<file path="src/rtl/cmt_trace_buf.sv">
// cmt_trace_buf: commit-stream trace buffer.
// Records the last DEPTH committed instructions from the writeback/difftest
// commit stream into a ring buffer. Capture stops on a trap instruction or an
// external freeze, after which a debug master drains the recorded entries
// oldest-first through a show-ahead valid/ready port.

module cmt_trace_buf #(
    parameter int DEPTH = 16,
    parameter int AW    = 4
) (
    input  logic             clk,
    input  logic             rst,
    input  logic             i_cmtvalid,
    input  logic             i_skipcmt,
    input  logic [63:0]      i_pc,
    input  logic [31:0]      i_inst,
    input  logic [4:0]       i_rd,
    input  logic             i_rd_wen,
    input  logic [63:0]      i_rd_wdata,
    input  logic [31:0]      i_intrNo,
    input  logic [7:0]       i_trap_code,
    input  logic             i_freeze,
    input  logic             i_clear,
    input  logic             i_rd_ready,
    output logic             o_rd_valid,
    output logic [63:0]      o_rd_pc,
    output logic [31:0]      o_rd_inst,
    output logic             o_rd_wen,
    output logic [4:0]       o_rd_wdest,
    output logic [63:0]      o_rd_wdata,
    output logic             o_rd_skip,
    output logic [AW:0]      o_count,
    output logic             o_overflow,
    output logic             o_halted,
    output logic             o_trap,
    output logic [7:0]       o_trap_code,
    output logic [63:0]      o_trap_pc,
    output logic [63:0]      o_cycle_cnt,
    output logic [63:0]      o_instr_cnt
);

    // Capture runs in ST_RUN; ST_HALT freezes the buffer for draining.
    typedef enum logic [0:0] {
        ST_RUN  = 1'b0,
        ST_HALT = 1'b1
    } state_t;

    // One trace record as stored in the ring.
    typedef struct packed {
        logic [63:0] pc;
        logic [31:0] inst;
        logic        wen;
        logic [4:0]  rd;
        logic [63:0] wdata;
        logic        skip;
    } entry_t;

    localparam logic [6:0]    TRAP_OPCODE = 7'h6b;
    localparam logic [AW-1:0] PTR_ZERO    = AW'(0);
    localparam logic [AW-1:0] PTR_ONE     = AW'(1);
    localparam logic [AW:0]   CNT_ZERO    = (AW + 1)'(0);
    localparam logic [AW:0]   CNT_ONE     = (AW + 1)'(1);
    localparam logic [AW:0]   CNT_FULL    = (AW + 1)'(DEPTH);
    localparam logic [63:0]   CTR_ZERO    = 64'd0;
    localparam logic [63:0]   CTR_ONE     = 64'd1;
    localparam logic [31:0]   INTR_NONE   = 32'd0;

    // Architectural state.
    state_t        state_q;
    logic [AW-1:0] wptr_q;
    logic [AW-1:0] rptr_q;
    logic [AW:0]   count_q;
    logic          overflow_q;
    logic          trap_q;
    logic [7:0]    trap_code_q;
    logic [63:0]   trap_pc_q;
    logic [63:0]   cycle_cnt_q;
    logic [63:0]   instr_cnt_q;

    // Trace storage; deliberately not reset, validity is tracked by count_q.
    entry_t        mem_q [DEPTH];

    // Per-cycle decode.
    logic          in_run_s;
    logic          in_halt_s;
    logic          full_s;
    logic          capture_s;
    logic          trap_s;
    logic          rd_valid_s;
    logic          pop_s;
    entry_t        wr_entry_s;
    entry_t        head_s;

    // Decode capture, trap and pop conditions; clear suppresses both capture and pop.
    always_comb begin
        in_run_s   = (state_q == ST_RUN);
        in_halt_s  = (state_q == ST_HALT);
        full_s     = (count_q == CNT_FULL);
        capture_s  = in_run_s && i_cmtvalid && (i_intrNo == INTR_NONE) && !i_clear;
        trap_s     = capture_s && (i_inst[6:0] == TRAP_OPCODE);
        rd_valid_s = in_halt_s && (count_q != CNT_ZERO);
        pop_s      = rd_valid_s && i_rd_ready && !i_clear;
    end

    // Assemble the record written on capture.
    always_comb begin
        wr_entry_s.pc    = i_pc;
        wr_entry_s.inst  = i_inst;
        wr_entry_s.wen   = i_rd_wen;
        wr_entry_s.rd    = i_rd;
        wr_entry_s.wdata = i_rd_wdata;
        wr_entry_s.skip  = i_skipcmt;
    end

    // Ring storage write port: one record per captured commit at the write pointer.
    always_ff @(posedge clk) begin
        if (capture_s) begin
            mem_q[wptr_q] <= wr_entry_s;
        end
    end

    // Control: FSM, pointers, occupancy, sticky trap/overflow flags and counters.
    always_ff @(posedge clk) begin
        if (rst) begin
            state_q     <= ST_RUN;
            wptr_q      <= PTR_ZERO;
            rptr_q      <= PTR_ZERO;
            count_q     <= CNT_ZERO;
            overflow_q  <= 1'b0;
            trap_q      <= 1'b0;
            trap_code_q <= 8'h00;
            trap_pc_q   <= CTR_ZERO;
            cycle_cnt_q <= CTR_ZERO;
            instr_cnt_q <= CTR_ZERO;
        end else begin
            // The run-time counter advances in RUN regardless of clear.
            if (in_run_s) begin
                cycle_cnt_q <= cycle_cnt_q + CTR_ONE;
            end else begin
                cycle_cnt_q <= cycle_cnt_q;
            end

            if (i_clear) begin
                // Flush wins over any same-cycle commit, pop or trap.
                wptr_q      <= PTR_ZERO;
                rptr_q      <= PTR_ZERO;
                count_q     <= CNT_ZERO;
                overflow_q  <= 1'b0;
                trap_q      <= 1'b0;
                trap_code_q <= 8'h00;
                trap_pc_q   <= CTR_ZERO;
                if (i_freeze) begin
                    state_q <= ST_HALT;
                end else begin
                    state_q <= ST_RUN;
                end
            end else begin
                // Capture and pop are mutually exclusive: capture needs RUN, pop needs HALT.
                if (capture_s) begin
                    wptr_q      <= wptr_q + PTR_ONE;
                    instr_cnt_q <= instr_cnt_q + CTR_ONE;
                    if (full_s) begin
                        // Oldest record is overwritten; keep the read side on the new oldest.
                        rptr_q     <= rptr_q + PTR_ONE;
                        overflow_q <= 1'b1;
                    end else begin
                        count_q <= count_q + CNT_ONE;
                    end
                end else if (pop_s) begin
                    rptr_q  <= rptr_q + PTR_ONE;
                    count_q <= count_q - CNT_ONE;
                end else begin
                    rptr_q  <= rptr_q;
                    count_q <= count_q;
                end

                if (trap_s) begin
                    trap_q      <= 1'b1;
                    trap_code_q <= i_trap_code;
                    trap_pc_q   <= i_pc;
                end

                case (state_q)
                    ST_RUN: begin
                        if (trap_s || i_freeze) begin
                            state_q <= ST_HALT;
                        end else begin
                            state_q <= ST_RUN;
                        end
                    end
                    ST_HALT: begin
                        state_q <= ST_HALT;
                    end
                    default: begin
                        state_q <= ST_RUN;
                    end
                endcase
            end
        end
    end

    // Show-ahead read of the oldest held record.
    always_comb begin
        head_s = mem_q[rptr_q];
    end

    // Drain port and status outputs, all derived directly from registered state.
    always_comb begin
        o_rd_valid  = rd_valid_s;
        o_rd_pc     = head_s.pc;
        o_rd_inst   = head_s.inst;
        o_rd_wen    = head_s.wen;
        o_rd_wdest  = head_s.rd;
        o_rd_wdata  = head_s.wdata;
        o_rd_skip   = head_s.skip;
        o_count     = count_q;
        o_overflow  = overflow_q;
        o_halted    = in_halt_s;
        o_trap      = trap_q;
        o_trap_code = trap_code_q;
        o_trap_pc   = trap_pc_q;
        o_cycle_cnt = cycle_cnt_q;
        o_instr_cnt = instr_cnt_q;
    end

endmodule

</file>
<file path="config.mk">
export PLATFORM = sky130hd
export DESIGN_NAME = cmt_trace_buf
export DESIGN_NICKNAME = d
export VERILOG_FILES = /design/src/rtl/cmt_trace_buf.sv
export SDC_FILE = /design/constraint.sdc
export NUM_CORES = 2
export LEC_CHECK = 0
export ABC_AREA = 1
export BUFFER_PORTS_ARGS = -buffer_cell sky130_fd_sc_hd__buf_2
export CAP_MARGIN = 20
export CORE_MARGIN = 1.5
export CORE_UTILIZATION = 55
export DETAILED_ROUTE_END_ITERATION = 6
export HOLD_SLACK_MARGIN = 0.08
export PLACE_DENSITY_LB_ADDON = 0.08
export SLEW_MARGIN = 20
export SYNTH_ARGS = -nofsm -noshare
export SYNTH_HDL_FRONTEND = slang
export SYNTH_SLANG_ARGS = --single-unit
</file>
<file path="constraint.sdc">
create_clock -name clk -period 13.8 [get_ports clk]
set_input_delay 2.76 -clock clk [delete_from_list [all_inputs] [get_ports clk]]
set_output_delay 2.76 -clock clk [all_outputs]
set_load 0.05 [all_outputs]
</file>
# Word-level counts from Yosys, hierarchy flattened
# Memories as Yosys holds them, arrays and structs flattened. A register that Yosys moved wholly into a read port is not among the register bits.
# Cells that the tools add are included.
# W data, S select, Z words.
word_totals:
  reg_bits: 216
  mem_bits_rw: 2672
  inputBits: 213
  out_inout_bits: 376
  word_cells: 54
  n_memories: 1
mem_list:
  columns: ["memory", "depth", "width", "read_ports", "rd_ports_with_merged_regs", "wr", "line", "text"]
  rows:
  - ["mem_q", 16, 167, 1, 1, 1, "81", "entry_t mem_q [DEPTH];"]
op_classes:
  n_addsub: 6
  eq_ne: 4
  n_mux: 14
  bitwise: 2
  n_reduce_logical: 17
op_table:
  columns: ["operator", "n"]
  rows:
  - ["$add A64 B1 Y64 const B", 2]
  - ["$logic_not A32 Y1", 1]
  - ["$mux W4", 5]
  - ["$mux W5", 3]
  - ["$add A4 B1 Y4 const B", 2]
  - ["$reduce_and A2 Y1", 4]
  - ["$eq A7 B7 Y1 const B", 1]
  - ["$logic_and A1 B1 Y1", 7]
  - ["$add A5 B1 Y5 const B", 1]
  - ["$eq A5 B5 Y1 const B", 1]
  - ["$mux W1", 5]
  - ["$reduce_bool A5 Y1", 1]
  - ["$sub A5 B1 Y5 const B", 1]
  - ["$ne A2 B2 Y1 const B", 2]
  - ["$not A1 Y1", 2]
  - ["$pmux W1 S2", 1]
  - ["$reduce_bool A2 Y1", 1]
  - ["$reduce_or A2 Y1", 1]
  - ["$logic_not A1 Y1", 1]
  - ["$logic_or A1 B1 Y1", 1]

# Logic depth before layout (Yosys ltp)
depth:
  word_depth: 9
  mapped_depth: 17
  mapped_depth_nobuf: 16

# Least setup slack after synthesis
# Ideal clock, no wire load.
synth_path:
  path_kind: "input-to-reg"
  from: "input port i_intrNo[18]"
  to: "memory mem_q[15][0] (netlist name), enable pin"
  setup_time_ns: 0.698
  arrival_ns: 10.682
  t_required_ns: 13.102
  setup_slack_ns: 2.420
  path_stages: 10
  path_buffers: 1
  path_cell_list: "nor2_1 -> nand2_1 -> nor2_1 -> nand2_1 -> nor2_4 -> nand2_4 -> buf_6 -> nor2_2 -> inv_1 -> nor2_1"
synth_via:
  elab_chain_len: 5
synth_lines:
  columns: ["element", "line", "text"]
  rows:
  - ["start: declaration", "20", "input logic [31:0] i_intrNo,"]
  - ["$logic_not A32 Y1", "99", "capture_s = in_run_s && i_cmtvalid && (i_intrNo == INTR_NONE) && !i_clear;"]
  - ["$logic_and A1 B1 Y1 (2 in a row)", "99", null]
  - ["$mux W1", "117", "if (capture_s) begin"]
  - ["$mux W1 (not written as such)", "118", "mem_q[wptr_q] <= wr_entry_s;"]
  - ["end: declaration", "81", null]
# Every way passes these cells.

==> results.md <==
- Max-slew violation count: 0
- Max_slew headroom: 13.9%
- Cell chain of the critical path: buf_4 -> buf_12 -> buf_4 -> o21ai_0 -> o221ai_1 -> nand3_1 -> nand2_1 -> buf_2
- Placement Cell Area: 119000 sq um
- Worst Path Arrival: 6210 ps
- CP most frequent cell: buf_4
- Die H: 458 um
- Num CTS Buffers: 312
- Share of layout cells above drive strength 1: 12.3%
- Max frequency: 112 MHz
- Register bit total from synthesis: 2892
- Worst setup EP type: output pin
- Clock Tree Buf Depth: 4
- RSZ-0062 raised after global routing: false
- HP Class: register to register
- Max incr delay on CP: 990 ps
- Actual slew at the worst max-slew pin: 1290 ps
- Quantity of gates resized following cts: 0
- Max Cap Viol: 0
- Leakage dissipation: 42.9 nW
- Critical path type: register to output pin
- WP data required: 11040 ps
- Clock sink count: 2892
- Postcts setup bufs: 0
- Distinct cells, synth: 52
- Warnings from Yosys: 0
- Clock slew at reported path FFs: 60 ps
- Syn Nets: 9137
- PwrDens: 137 nW/um^2
- Worst hold slack: 447 ps
- CP Launch Type: register
- Largest net degree at the start of global routing: 245
- Routed length per instance: 25.8 um
- Crit path buffers/inverters: 4
- Dominant synthesized flop cell: edfxtp_1
- CTS root buf: clkbuf_16
- Crit path max fanout: 244
- Number of enable flip-flop cells after synthesis: 2672
- Synthesized instance count: 8913
- Initial antenna violation count: 43
- Clock Latency Late Sink: 940 ps
- First DRT Iteration DRCs: 7835
- Mean Syn Cell Area: 12.8 sq um
- IO Pins: 589
- Mapped Area: 114000 sq um
- Period utilization: 65.0%
- PortBufs: 588
- Outcome: finished clean
- First-pass GRT wire length: 465000 um
- Drt drc: 0
- DP HPWL: 156000 um
- Core ar.: 205000 sq um
- Initial Utilization: 55.5%
- Endpoints failing hold: 0
- Vias in the first global route: 71.5k
- Die area: 210000 sq um
- Vias post-DR: 75.4k
- Setup tns final: 0 ps
- Pre-CTS WS: 5860 ps
- WL final: 316000 um
- Filler cells: 15.7k
- Post-layout util: 62.5%
- Worst path top cell family by delay: buffers and inverters
- Setup ws final: 4830 ps
- Avg Vias per Cell: 6.15
- Clock Skew: 47.9 ps
- H-tree levels: 5
- Clock tree from TritonCTS: built
- Final instance area: 128000 sq um
- Slowest stage cell on the critical path: buf_4
- Nets@finish: 9543
- Worst vdd ir: 126 uV
- Async S/R FF share, synth: 0%
- Die width: 458 um
- Final RePlAce weighted congestion: 0.937
- Cts hold-fix bufs: 0
- DRT Pass-1 Iters: 6
- Endpoints failing setup: 0
- GRT Util Overall: 29.6%
- Fin crit period: 8970 ps
- Grt ovf: 0
- Rows: 166
- Sequential area share after synthesis: 74.4%
- ANT nets after route: 0
- Layout overhead on the synthesized area: 12.7%
==> cells by family after synthesis <==
family | count (synthesis) | synth area share (%)
AOI/OAI and AO/OA | 2573 | 13.0
xor gates and xnor gates | 28 | 0.216
muxes | 7 | 0.0616
and+or+nand+nor | 2610 | 9.23
DFF | 2892 | 74.4
adders and majority gates | 11 | 0.128
buffers and inverters | 792 | 2.97
==> placed cells by master (no fill, tap or decap), types with 57 or more instances in the layout <==
cell type,synthesis,final
o22ai_1,450,450
clkinv_1,1,57
buf_4,17,76
a21oi_1,89,89
inv_1,188,186
nand3_1,164,164
clkbuf_16,0,321
nand2_1,434,434
buf_2,148,588
o21ai_0,1515,1515
clkbuf_1,400,83
o211ai_1,91,91
dfxtp_1,220,216
nor2_1,1854,1837
o221ai_1,288,288
o21ai_1,124,124
edfxtp_1,2672,2672
==> area by class of cell <==
cell class | instances | area, sq um | share of cell area [%]
antenna | 16 | 40.0 | 0.0312
clock buffer | 408 | 8400 | 6.55
clock inverter | 133 | 1110 | 0.865
inverter | 196 | 772 | 0.602
multi-input combinational | 5229 | 25900 | 20.2
sequential | 2892 | 84700 | 66.0
tap | 2688 | 3360 | 2.62
timing repair buffer | 688 | 4000 | 3.12
==> final timing paths <==
path / start / slack, ps / cells past startpoint / to
hold reg to reg: o_trap_code[1] / 450 / 2 / o_trap_code[1]
hold / removal: o_trap_code[1] / 450 / 2 / o_trap_code[1]
setup reg to reg: o_halted / 9080 / 10 / mem_q[5][147]
setup / recovery: register / 4830 / 8 / o_rd_wdata[25]
==> cell usage after synthesis, types with 2 or more instances <==
library cell	instances	share of area, %
nor2_8	2	0.035
o22ai_1	450	2.5
nor4_1	7	0.038
nand2_2	9	0.049
nand3b_1	4	0.026
o21a_1	2	0.013
nor3b_1	4	0.026
buf_2	148	0.65
a21oi_1	89	0.39
o211ai_1	91	0.60
a31oi_1	6	0.033
dfxtp_1	220	3.9
o21ai_0	1515	6.7
mux2i_1	7	0.062
inv_1	188	0.62
buf_4	17	0.11
nor2_2	17	0.093
o221ai_1	288	2.2
o21ai_1	124	0.55
nand3_1	164	0.72
nand4_1	36	0.20
o21bai_1	3	0.020
nand2_1	434	1.4
or2_1	2	0.011
buf_1	10	0.033
buf_6	20	0.20
inv_2	5	0.016
xnor2_1	13	0.10
edfxtp_1	2672	71
clkbuf_1	400	1.3
and3_1	2	0.011
nand3_2	2	0.018
nand2_4	3	0.030
xor2_1	15	0.12
ha_1	10	0.11
nor3_2	4	0.035
and2_1	2	0.011
nor2_4	11	0.11
nor2_1	1854	6.1
o31ai_1	4	0.026
nor3_1	48	0.21
==> per-stage QoR <==
step	total power, W	cells
2_1_floorplan	0.00978	8913
3_3_place_gp	0.00991	11691
3_5_place_dp	0.00992	11691
4_1_cts	0.0177	12232
5_1_grt	0.0181	12246
6_report	0.0176	12250
==> registers in the layout, indices dropped and copies added, names as in the netlist, named ones only <==
register,cells
o_halted,1
o_instr_cnt,64
o_overflow,1
o_trap_pc,64
mem_q,2672
o_cycle_cnt,64
o_trap,1
rptr_q,4
o_trap_code,8
wptr_q,4
o_count,5
==> routing by layer <==
layer,up-vias,share of wire [%],GRT usage [%]
li1,33922,-,-
met4,30,3.8,10.9
met3,570,6.8,4.15
met5,-,0.055,0
met1,37994,41,40.6
met2,2865,49,48.5
==> where the power goes <==
part | total [W] | internal, W | switching, W
logic | 0.000173 | 0.0000295 | 0.000144
registers | 0.00956 | 0.00956 | 0.00000234
clock network | 0.00789 | 0.00462 | 0.00326
total | 0.0176 | 0.0142 | 0.00341
==> tightest hold or removal path, stage by stage, from the launching register on <==
cell and delay [ps]:
dfxtp_1 310, inv_1 50, a21oi_1 50
Power figures use the tool's default switching activity.
